[config.mk]
export PLATFORM = sky130hd
export DESIGN_NAME = cla_pipe_addsub
export DESIGN_NICKNAME = d
export VERILOG_FILES = /design/src/rtl/cla_pkg.sv /design/src/rtl/cla_slice.sv /design/src/rtl/cla_pipe_addsub.sv
export SDC_FILE = /design/constraint.sdc
export NUM_CORES = 1
export LEC_CHECK = 0
export BUFFER_PORTS_ARGS = -buffer_cell sky130_fd_sc_hd__clkbuf_2
export CORE_AREA = 2 2 130 132
export CTS_BUF_LIST = sky130_fd_sc_hd__clkbuf_16
export CTS_CLUSTER_SIZE = 10
export DETAILED_ROUTE_END_ITERATION = 8
export DIE_AREA = 0 0 132 134
export REMOVE_ABC_BUFFERS = 1
export SETUP_SLACK_MARGIN = 0.05
export SYNTH_ARGS = -nofsm -noshare
export SYNTH_HDL_FRONTEND = slang
export SYNTH_HIERARCHICAL = 1
export SYNTH_SLANG_ARGS = --single-unit
[constraint.sdc]
create_clock -name clk -period 9.7 [get_ports clk]
set_clock_uncertainty 0.1 [all_clocks]
set_input_delay 0.97 -clock clk [delete_from_list [all_inputs] [get_ports clk]]
set_output_delay 0.97 -clock clk [all_outputs]
set_load 0.02 [all_outputs]
[src/rtl/cla_pkg.sv]
`default_nettype none
// ============================================================================
// Module      : cla_pkg
// Description : Shared constants and helpers for the pipelined carry-lookahead
//               adder/subtractor: operation codes, slice-width helper and a
//               constant clog2 used to size the lookahead tree depth.
// Ports       : none (package)
// Revision    : 1.0 - initial release
// ============================================================================
package cla_pkg;

    // Operation select values for the sub input
    localparam logic OP_ADD = 1'b0;
    localparam logic OP_SUB = 1'b1;

    // Ceiling log2, usable in constant expressions
    function automatic int clog2(input int value);
        int result;
        result = 0;
        for (int v = value - 1; v > 0; v = v >> 1) begin
            result = result + 1;
        end
        return result;
    endfunction

    // Number of result bits resolved per pipeline stage
    function automatic int slice_width(input int width, input int stages);
        return width / stages;
    endfunction

endpackage
`default_nettype wire

[src/rtl/cla_slice.sv]
`default_nettype none
// ============================================================================
// Module      : cla_slice
// Description : Combinational W-bit carry-lookahead slice. Bit generate and
//               propagate terms are folded into a tree of GROUP-wide nodes
//               (upward pass), then carries are distributed back down the
//               tree from the slice carry-in (downward pass).
// Ports       : i_a, i_b   [W-1:0]  operand bits of this slice
//               i_cin               carry into bit 0 of the slice
//               o_sum      [W-1:0]  slice sum
//               o_grp_g, o_grp_p    group generate / propagate of whole slice
//               o_cout              carry out of bit W-1
//               o_msb_cin           carry into bit W-1 (for overflow detect)
// Revision    : 1.0 - initial release
// ============================================================================
module cla_slice
    import cla_pkg::*;
#(
    parameter int W     = 8,
    parameter int GROUP = 4
) (
    input  logic [W-1:0] i_a,
    input  logic [W-1:0] i_b,
    input  logic         i_cin,
    output logic [W-1:0] o_sum,
    output logic         o_grp_g,
    output logic         o_grp_p,
    output logic         o_cout,
    output logic         o_msb_cin
);

    localparam int c_lg     = clog2(GROUP);
    // Tree levels needed so that GROUP**levels covers all W bits
    localparam int c_levels = (clog2(W) + c_lg - 1) / c_lg;
    localparam int c_npad   = 1 << (c_lg * c_levels);

    always_comb begin
        // Level l, index j holds the node covering bits [j*GROUP**l +: GROUP**l]
        logic [c_npad-1:0] v_g [c_levels+1];
        logic [c_npad-1:0] v_p [c_levels+1];
        logic [c_npad-1:0] v_c [c_levels+1];
        logic              v_gg;
        logic              v_pp;
        logic              v_cc;
        logic              v_unused;

        for (int l = 0; l <= c_levels; l++) begin
            v_g[l] = '0;
            v_p[l] = '0;
            v_c[l] = '0;
        end
        v_gg     = 1'b0;
        v_pp     = 1'b1;
        v_cc     = 1'b0;
        v_unused = 1'b0;

        // Padding bits above W propagate, so the root node equals the slice G/P
        v_g[0][W-1:0] = i_a & i_b;
        v_p[0]        = '1;
        v_p[0][W-1:0] = i_a ^ i_b;

        // Upward pass: fold GROUP children into each parent node
        for (int l = 0; l < c_levels; l++) begin
            for (int j = 0; j < (c_npad >> (c_lg * (l + 1))); j++) begin
                v_gg = 1'b0;
                v_pp = 1'b1;
                for (int k = 0; k < GROUP; k++) begin
                    v_gg = v_g[l][j*GROUP+k] | (v_p[l][j*GROUP+k] & v_gg);
                    v_pp = v_pp & v_p[l][j*GROUP+k];
                end
                v_g[l+1][j] = v_gg;
                v_p[l+1][j] = v_pp;
            end
        end

        // Downward pass: carry into each child from parent carry and lower siblings
        v_c[c_levels][0] = i_cin;
        for (int l = c_levels; l > 0; l--) begin
            for (int j = 0; j < (c_npad >> (c_lg * l)); j++) begin
                v_cc = v_c[l][j];
                for (int k = 0; k < GROUP; k++) begin
                    v_c[l-1][j*GROUP+k] = v_cc;
                    v_cc = v_g[l-1][j*GROUP+k] | (v_p[l-1][j*GROUP+k] & v_cc);
                end
            end
        end

        o_sum     = i_a ^ i_b ^ v_c[0][W-1:0];
        o_msb_cin = v_c[0][W-1];
        o_grp_g   = v_g[c_levels][0];
        o_grp_p   = v_p[c_levels][0];
        o_cout    = o_grp_g | (o_grp_p & i_cin);

        // Tree nodes above the populated range exist only for regular indexing
        for (int l = 0; l <= c_levels; l++) begin
            v_unused = v_unused ^ (^{v_g[l], v_p[l], v_c[l]});
        end
    end

endmodule
`default_nettype wire

[src/rtl/cla_pipe_addsub.sv]
`default_nettype none
// ============================================================================
// Module      : cla_pipe_addsub
// Description : Pipelined carry-lookahead adder/subtractor. The WIDTH-bit
//               operation is split into STAGES slices; stage k resolves slice
//               k using the carry registered by stage k-1. Whole pipeline
//               advances together under a valid/ready handshake.
// Ports       : clk, rst            clock, asynchronous active-high reset
//               flush               drop all in-flight operations
//               in_valid/in_ready   input handshake
//               a, b [WIDTH-1:0]    operands
//               sub, cin            0: a+b+cin, 1: a-b
//               out_valid/out_ready output handshake
//               sum  [WIDTH-1:0]    result modulo 2^WIDTH
//               cout, ovf, zero     carry (no-borrow), signed overflow, sum==0
// Revision    : 1.0 - initial release
// ============================================================================
module cla_pipe_addsub
    import cla_pkg::*;
#(
    parameter int WIDTH  = 32,
    parameter int STAGES = 2,
    parameter int GROUP  = 4
) (
    input  logic             clk,
    input  logic             rst,
    input  logic             flush,
    input  logic             in_valid,
    output logic             in_ready,
    input  logic [WIDTH-1:0] a,
    input  logic [WIDTH-1:0] b,
    input  logic             sub,
    input  logic             cin,
    output logic             out_valid,
    input  logic             out_ready,
    output logic [WIDTH-1:0] sum,
    output logic             cout,
    output logic             ovf,
    output logic             zero
);

    localparam int c_slice_w = slice_width(WIDTH, STAGES);
    localparam int c_last    = STAGES - 1;

    logic             w_adv;
    logic [WIDTH-1:0] w_b_eff;
    logic             w_c0;

    // Per-stage registers: valid, partial sum, slice carry, operands for later stages
    logic [STAGES-1:0] r_vld;
    logic [WIDTH-1:0]  r_sum [STAGES];
    logic [WIDTH-1:0]  r_a   [STAGES];
    logic [WIDTH-1:0]  r_b   [STAGES];
    logic [STAGES-1:0] r_cy;
    logic              r_ovf;
    logic              r_zero;

    // Per-stage combinational inputs and slice results
    logic [WIDTH-1:0]     w_op_a    [STAGES];
    logic [WIDTH-1:0]     w_op_b    [STAGES];
    logic [WIDTH-1:0]     w_sum_in  [STAGES];
    logic [WIDTH-1:0]     w_sum_nxt [STAGES];
    logic [c_slice_w-1:0] w_s_sum   [STAGES];
    logic [STAGES-1:0]    w_ci;
    logic [STAGES-1:0]    w_vin;
    logic [STAGES-1:0]    w_s_co;
    logic [STAGES-1:0]    w_s_mci;
    logic [STAGES-1:0]    w_s_g;
    logic [STAGES-1:0]    w_s_p;
    logic                 w_unused;

    // The pipe only moves as a whole; a held result blocks everything behind it
    assign w_adv    = !r_vld[c_last] | out_ready;
    assign in_ready = w_adv;

    // Subtraction is a + ~b + 1; add-mode carry-in is ignored when subtracting
    assign w_b_eff = (sub == OP_SUB) ? ~b : b;
    assign w_c0    = (sub == OP_ADD) ? cin : 1'b1;

    for (genvar k = 0; k < STAGES; k++) begin : g_stage
        if (k == 0) begin : g_first
            assign w_op_a[k]   = a;
            assign w_op_b[k]   = w_b_eff;
            assign w_ci[k]     = w_c0;
            assign w_sum_in[k] = '0;
            assign w_vin[k]    = in_valid;
        end else begin : g_rest
            assign w_op_a[k]   = r_a[k-1];
            assign w_op_b[k]   = r_b[k-1];
            assign w_ci[k]     = r_cy[k-1];
            assign w_sum_in[k] = r_sum[k-1];
            assign w_vin[k]    = r_vld[k-1];
        end

        cla_slice #(
            .W     (c_slice_w),
            .GROUP (GROUP)
        ) u_slice (
            .i_a       (w_op_a[k][k*c_slice_w +: c_slice_w]),
            .i_b       (w_op_b[k][k*c_slice_w +: c_slice_w]),
            .i_cin     (w_ci[k]),
            .o_sum     (w_s_sum[k]),
            .o_grp_g   (w_s_g[k]),
            .o_grp_p   (w_s_p[k]),
            .o_cout    (w_s_co[k]),
            .o_msb_cin (w_s_mci[k])
        );
    end

    // Merge this stage's slice into the already-resolved low bits
    always_comb begin
        for (int k = 0; k < STAGES; k++) begin
            w_sum_nxt[k] = w_sum_in[k];
            w_sum_nxt[k][k*c_slice_w +: c_slice_w] = w_s_sum[k];
        end
    end

    always_ff @(posedge clk or posedge rst) begin
        if (rst) begin
            r_vld  <= '0;
            r_cy   <= '0;
            r_ovf  <= 1'b0;
            r_zero <= 1'b1;
            for (int k = 0; k < STAGES; k++) begin
                r_sum[k] <= '0;
                r_a[k]   <= '0;
                r_b[k]   <= '0;
            end
        end else begin
            if (flush) begin
                r_vld <= '0;
            end else if (w_adv) begin
                r_vld <= w_vin;
            end
            // Data only loads for real operations so outputs hold across bubbles
            for (int k = 0; k < STAGES; k++) begin
                if (w_adv && w_vin[k]) begin
                    r_sum[k] <= w_sum_nxt[k];
                    r_cy[k]  <= w_s_co[k];
                    r_a[k]   <= w_op_a[k];
                    r_b[k]   <= w_op_b[k];
                end
            end
            if (w_adv && w_vin[c_last]) begin
                r_ovf  <= w_s_co[c_last] ^ w_s_mci[c_last];
                r_zero <= (w_sum_nxt[c_last] == '0);
            end
        end
    end

    assign out_valid = r_vld[c_last];
    assign sum       = r_sum[c_last];
    assign cout      = r_cy[c_last];
    assign ovf       = r_ovf;
    assign zero      = r_zero;

    // Group G/P and operand bits outside a stage's slice are structurally unread
    always_comb begin
        w_unused = ^{w_s_g, w_s_p, w_s_mci};
        for (int k = 0; k < STAGES; k++) begin
            w_unused = w_unused ^ (^{w_op_a[k], w_op_b[k], w_sum_in[k], r_a[k], r_b[k]});
        end
    end

endmodule
`default_nettype wire

==> results.tsv <==
stage	metric	value	unit
synthesis	Post-Syn Area	5594	sq um
power	clock group share of total power	21.2	%
run	max cap viols	0	
power	Flop pwr share	39.0	%
floorplan	# rows	47	
finish	Non-Filler Instances	704	
worst_setup_path	critical path class	primary input to register	
global_route	first-pass GRT wire length	18640	microns
finish	fill count	1602	
cts	CTS-repair resized insts	0	
global_route	total grt overflow	0	
global_route	initial antenna violation count	1	
cts	clock buffer depth	2	
power	switching portion of total power	35.55	%
sta	Slew Viols, Final	0	
worst_setup_path	slowest cell delay on critical path	0.45	ns
sta	Worst slew margin	26.50	%
worst_setup_path	CP Cell Sequence	clkbuf_2 > buf_4 > xor2_1 > ha_1 > a21oi_1 > o221ai_2 > a21oi_2 > inv_1 > fa_1 > fa_1 > fa_1 > xor2_1 > mux2_4	
finish	# diodes	0	
power	Max VDD drop	0.07757	mV
cts	hold_buf cts	0	
sta	setup_tns	0	ns
sta	Final Hold Fails	0	
worst_setup_path	worst path required time	9.84	ns
cts	clock root buffer	clkbuf_16	
finish	Post-layout nets	606	
floorplan	Initial Util	34.34	%
route	routed wire length	11190	microns
power	Sw Pwr	0.5202	mW
placement	I/O Buffers	107	
route	via/cell ratio	4.509	
global_route	gr busiest metal	met2	
sta	final period utilization	44.03	%
sta	worst slew pin tran	1.103	ns
route	DRT iter0 DRCs	146	
finish	Final Util	38.54	%
power	Combinational Power Share	39.7	%
sta	final setup fails	0	
synthesis	Avg Cell Area, Syn	13.88	sq um
global_route	met2 Track Usage GR	21.35	%
global_route	All-Layer GR Usage	13.52	%
worst_setup_path	Max FO, Critical Path	33	
cts	Sink Count	86	
sta	fmax	0.2341	GHz
power	leakage	3.158	nW
worst_setup_path	Data arrival, critical path	4.41	ns
cts	TritonCTS Buffers	9	
worst_setup_path	critical path's slowest cell	buf_4	
cts	post-CTS setup repair buffer count	0	
power	PwrDens	233.1	nW/um^2
placement	Post-Place Cell Area	6021	sq um
floorplan	Die Wd	132	microns
global_route	maximum number of pins on one net before global-route repair	87	
finish	Design Area, Final	6277	sq um
floorplan	Die Span Y	134	microns
cts	CTS tree	built	
worst_setup_path	most used cell along the critical path	fa_1	
run_status	outcome	finished clean	
placement	GP Congestion	0.8153	
placement	Post-DP HPWL	8348	microns
sta	unrepaired setup endpoints after global routing	false	
power	internal power	0.9433	mW
floorplan	total die area	17690	sq um
route	Detailed Routing Iterations Pass 1	4	
worst_setup_path	crit end category	register	
floorplan	I/O pins	108	
global_route	met1 Use GR	17.90	%
global_route	number of global-route vias before repair	3565	
route	vias	3174	
finish	share of layout cells above drive strength 1	45.66	%
cts	H-tree depth	3	
worst_setup_path	CP startpoint kind	primary input	
cts	clock slew at reported path FFs	0.06	ns
placement	placed instance count	688	
cts	Clk Latency, worst-skew pair	0.35	ns
sta	fin crit period	4.271	ns
global_route	M3 GR Usage	2.910	%
route	Wirelength per Cell	15.89	microns
synthesis	Synth Warn #	6	
hold_path	Hold Path Class	register to register	
synthesis	Post-Synthesis Cells	403	
finish	Layout area overhead	12.21	%
floorplan	core area	16290	sq um
route	ANT nets after route	0	
route	DRC violations left	0	
## power groups by stage
stage | Combinational (mW) | Sequential (mW) | Clock, mW
6_report | 0.581 | 0.571 | 0.311
5_1_grt | 0.641 | 0.590 | 0.332
4_1_cts | 0.592 | 0.574 | 0.318
3_5_place_dp | 0.590 | 0.579 | 0
3_3_place_gp | 0.576 | 0.576 | 0
2_1_floorplan | 0.334 | 0.638 | 0
## final timing paths
kind	from	end	depth (start not counted)	slack (ns)
worst min-delay path	sum[2]$_DFFE_PP0P_	sum[2]$_DFFE_PP0P_	1	0.41
worst max-delay path	sub	r_sum[43]$_DFFE_PP0P_	13	5.43
worst max register to register	r_a[51]$_DFFE_PP0P_	zero$_DFFE_PP1P_	12	5.77
min in group asynchronous	rst	r_a[57]$_DFFE_PP0P_	3	0.83
worst min register to register	sum[2]$_DFFE_PP0P_	sum[2]$_DFFE_PP0P_	1	0.41
max in group asynchronous	rst	r_cy[1]$_DFFE_PP0P_	3	7.92
## final cells by class
| type | count | area (sq um) | share of cell area (%) |
|---|---|---|---|
| Clock inverter | 7 | 31.28 | 0.4983 |
| Sequential cell | 86 | 2153 | 34.30 |
| Clock buffer | 9 | 225.2 | 3.588 |
| Timing Repair Buffer | 109 | 550.5 | 8.770 |
| Inverter | 24 | 96.34 | 1.535 |
| Tap cell | 220 | 275.3 | 4.385 |
| Multi-Input combinational cell | 249 | 2945 | 46.92 |
## through the flow
step,hold WS (ns),setup WS [ns],power [mW]
after detailed placement,0.3990,5.021,1.170
after global routing,0.4278,5.193,1.564
final,0.4100,5.429,1.464
after CTS,0.4153,5.389,1.485
after global placement,0.3927,5.165,1.152
after floorplan,0.3856,5.937,0.9718
## state kept, by name, indices dropped and copies added, names as in the netlist
register / cells
ovf: 1
r_a: 16
r_b: 16
r_cy: 2
r_sum: 16
r_vld: 2
sum: 32
zero: 1
## per-layer routing
| metal | up-vias | part of all wire, % | wire length, microns |
|---|---|---|---|
| li1 | 1510 | - | - |
| met1 | 1566 | 47 | 5216 |
| met2 | 76 | 47 | 5248 |
| met3 | 20 | 4.2 | 472 |
| met4 | 2 | 2.1 | 234 |
| met5 | - | 0.12 | 13 |
## worst max-delay path, delay by kind of cell
kind	cells	cell delay, ns
compound gates	3	0.57
mux	1	0.26
fa+ha+maj	4	1.48
xor+xnor	2	0.47
buf+inv	3	0.60
## layout by cell type, fill, tap and decap left out
cell type and n:
buf_4 2, nor4_1 8, clkinv_2 5, inv_1 22, nand2b_1 2, o21ai_0 7
a211oi_2 1, a21o_1 4, a221oi_2 2, and3_4 1, mux2_4 77, and4_1 2
clkbuf_16 9, a21oi_1 14, xor2_1 38, o221ai_2 1, fa_1 24, nand2_8 2
o21ai_1 3, mux2_2 5, nor2_1 1, nand4_1 4, ha_1 32, dfstp_2 1
nand4_2 1, nand2_1 8, clkbuf_2 107, xnor2_1 3, or2_2 1, inv_6 1
and4_4 2, nor2b_4 1, a21o_2 1, o31ai_1 1, clkinv_1 3, a21oi_2 1
o21bai_1 2, dfrtp_1 85
Power figures use the tool's default switching activity.
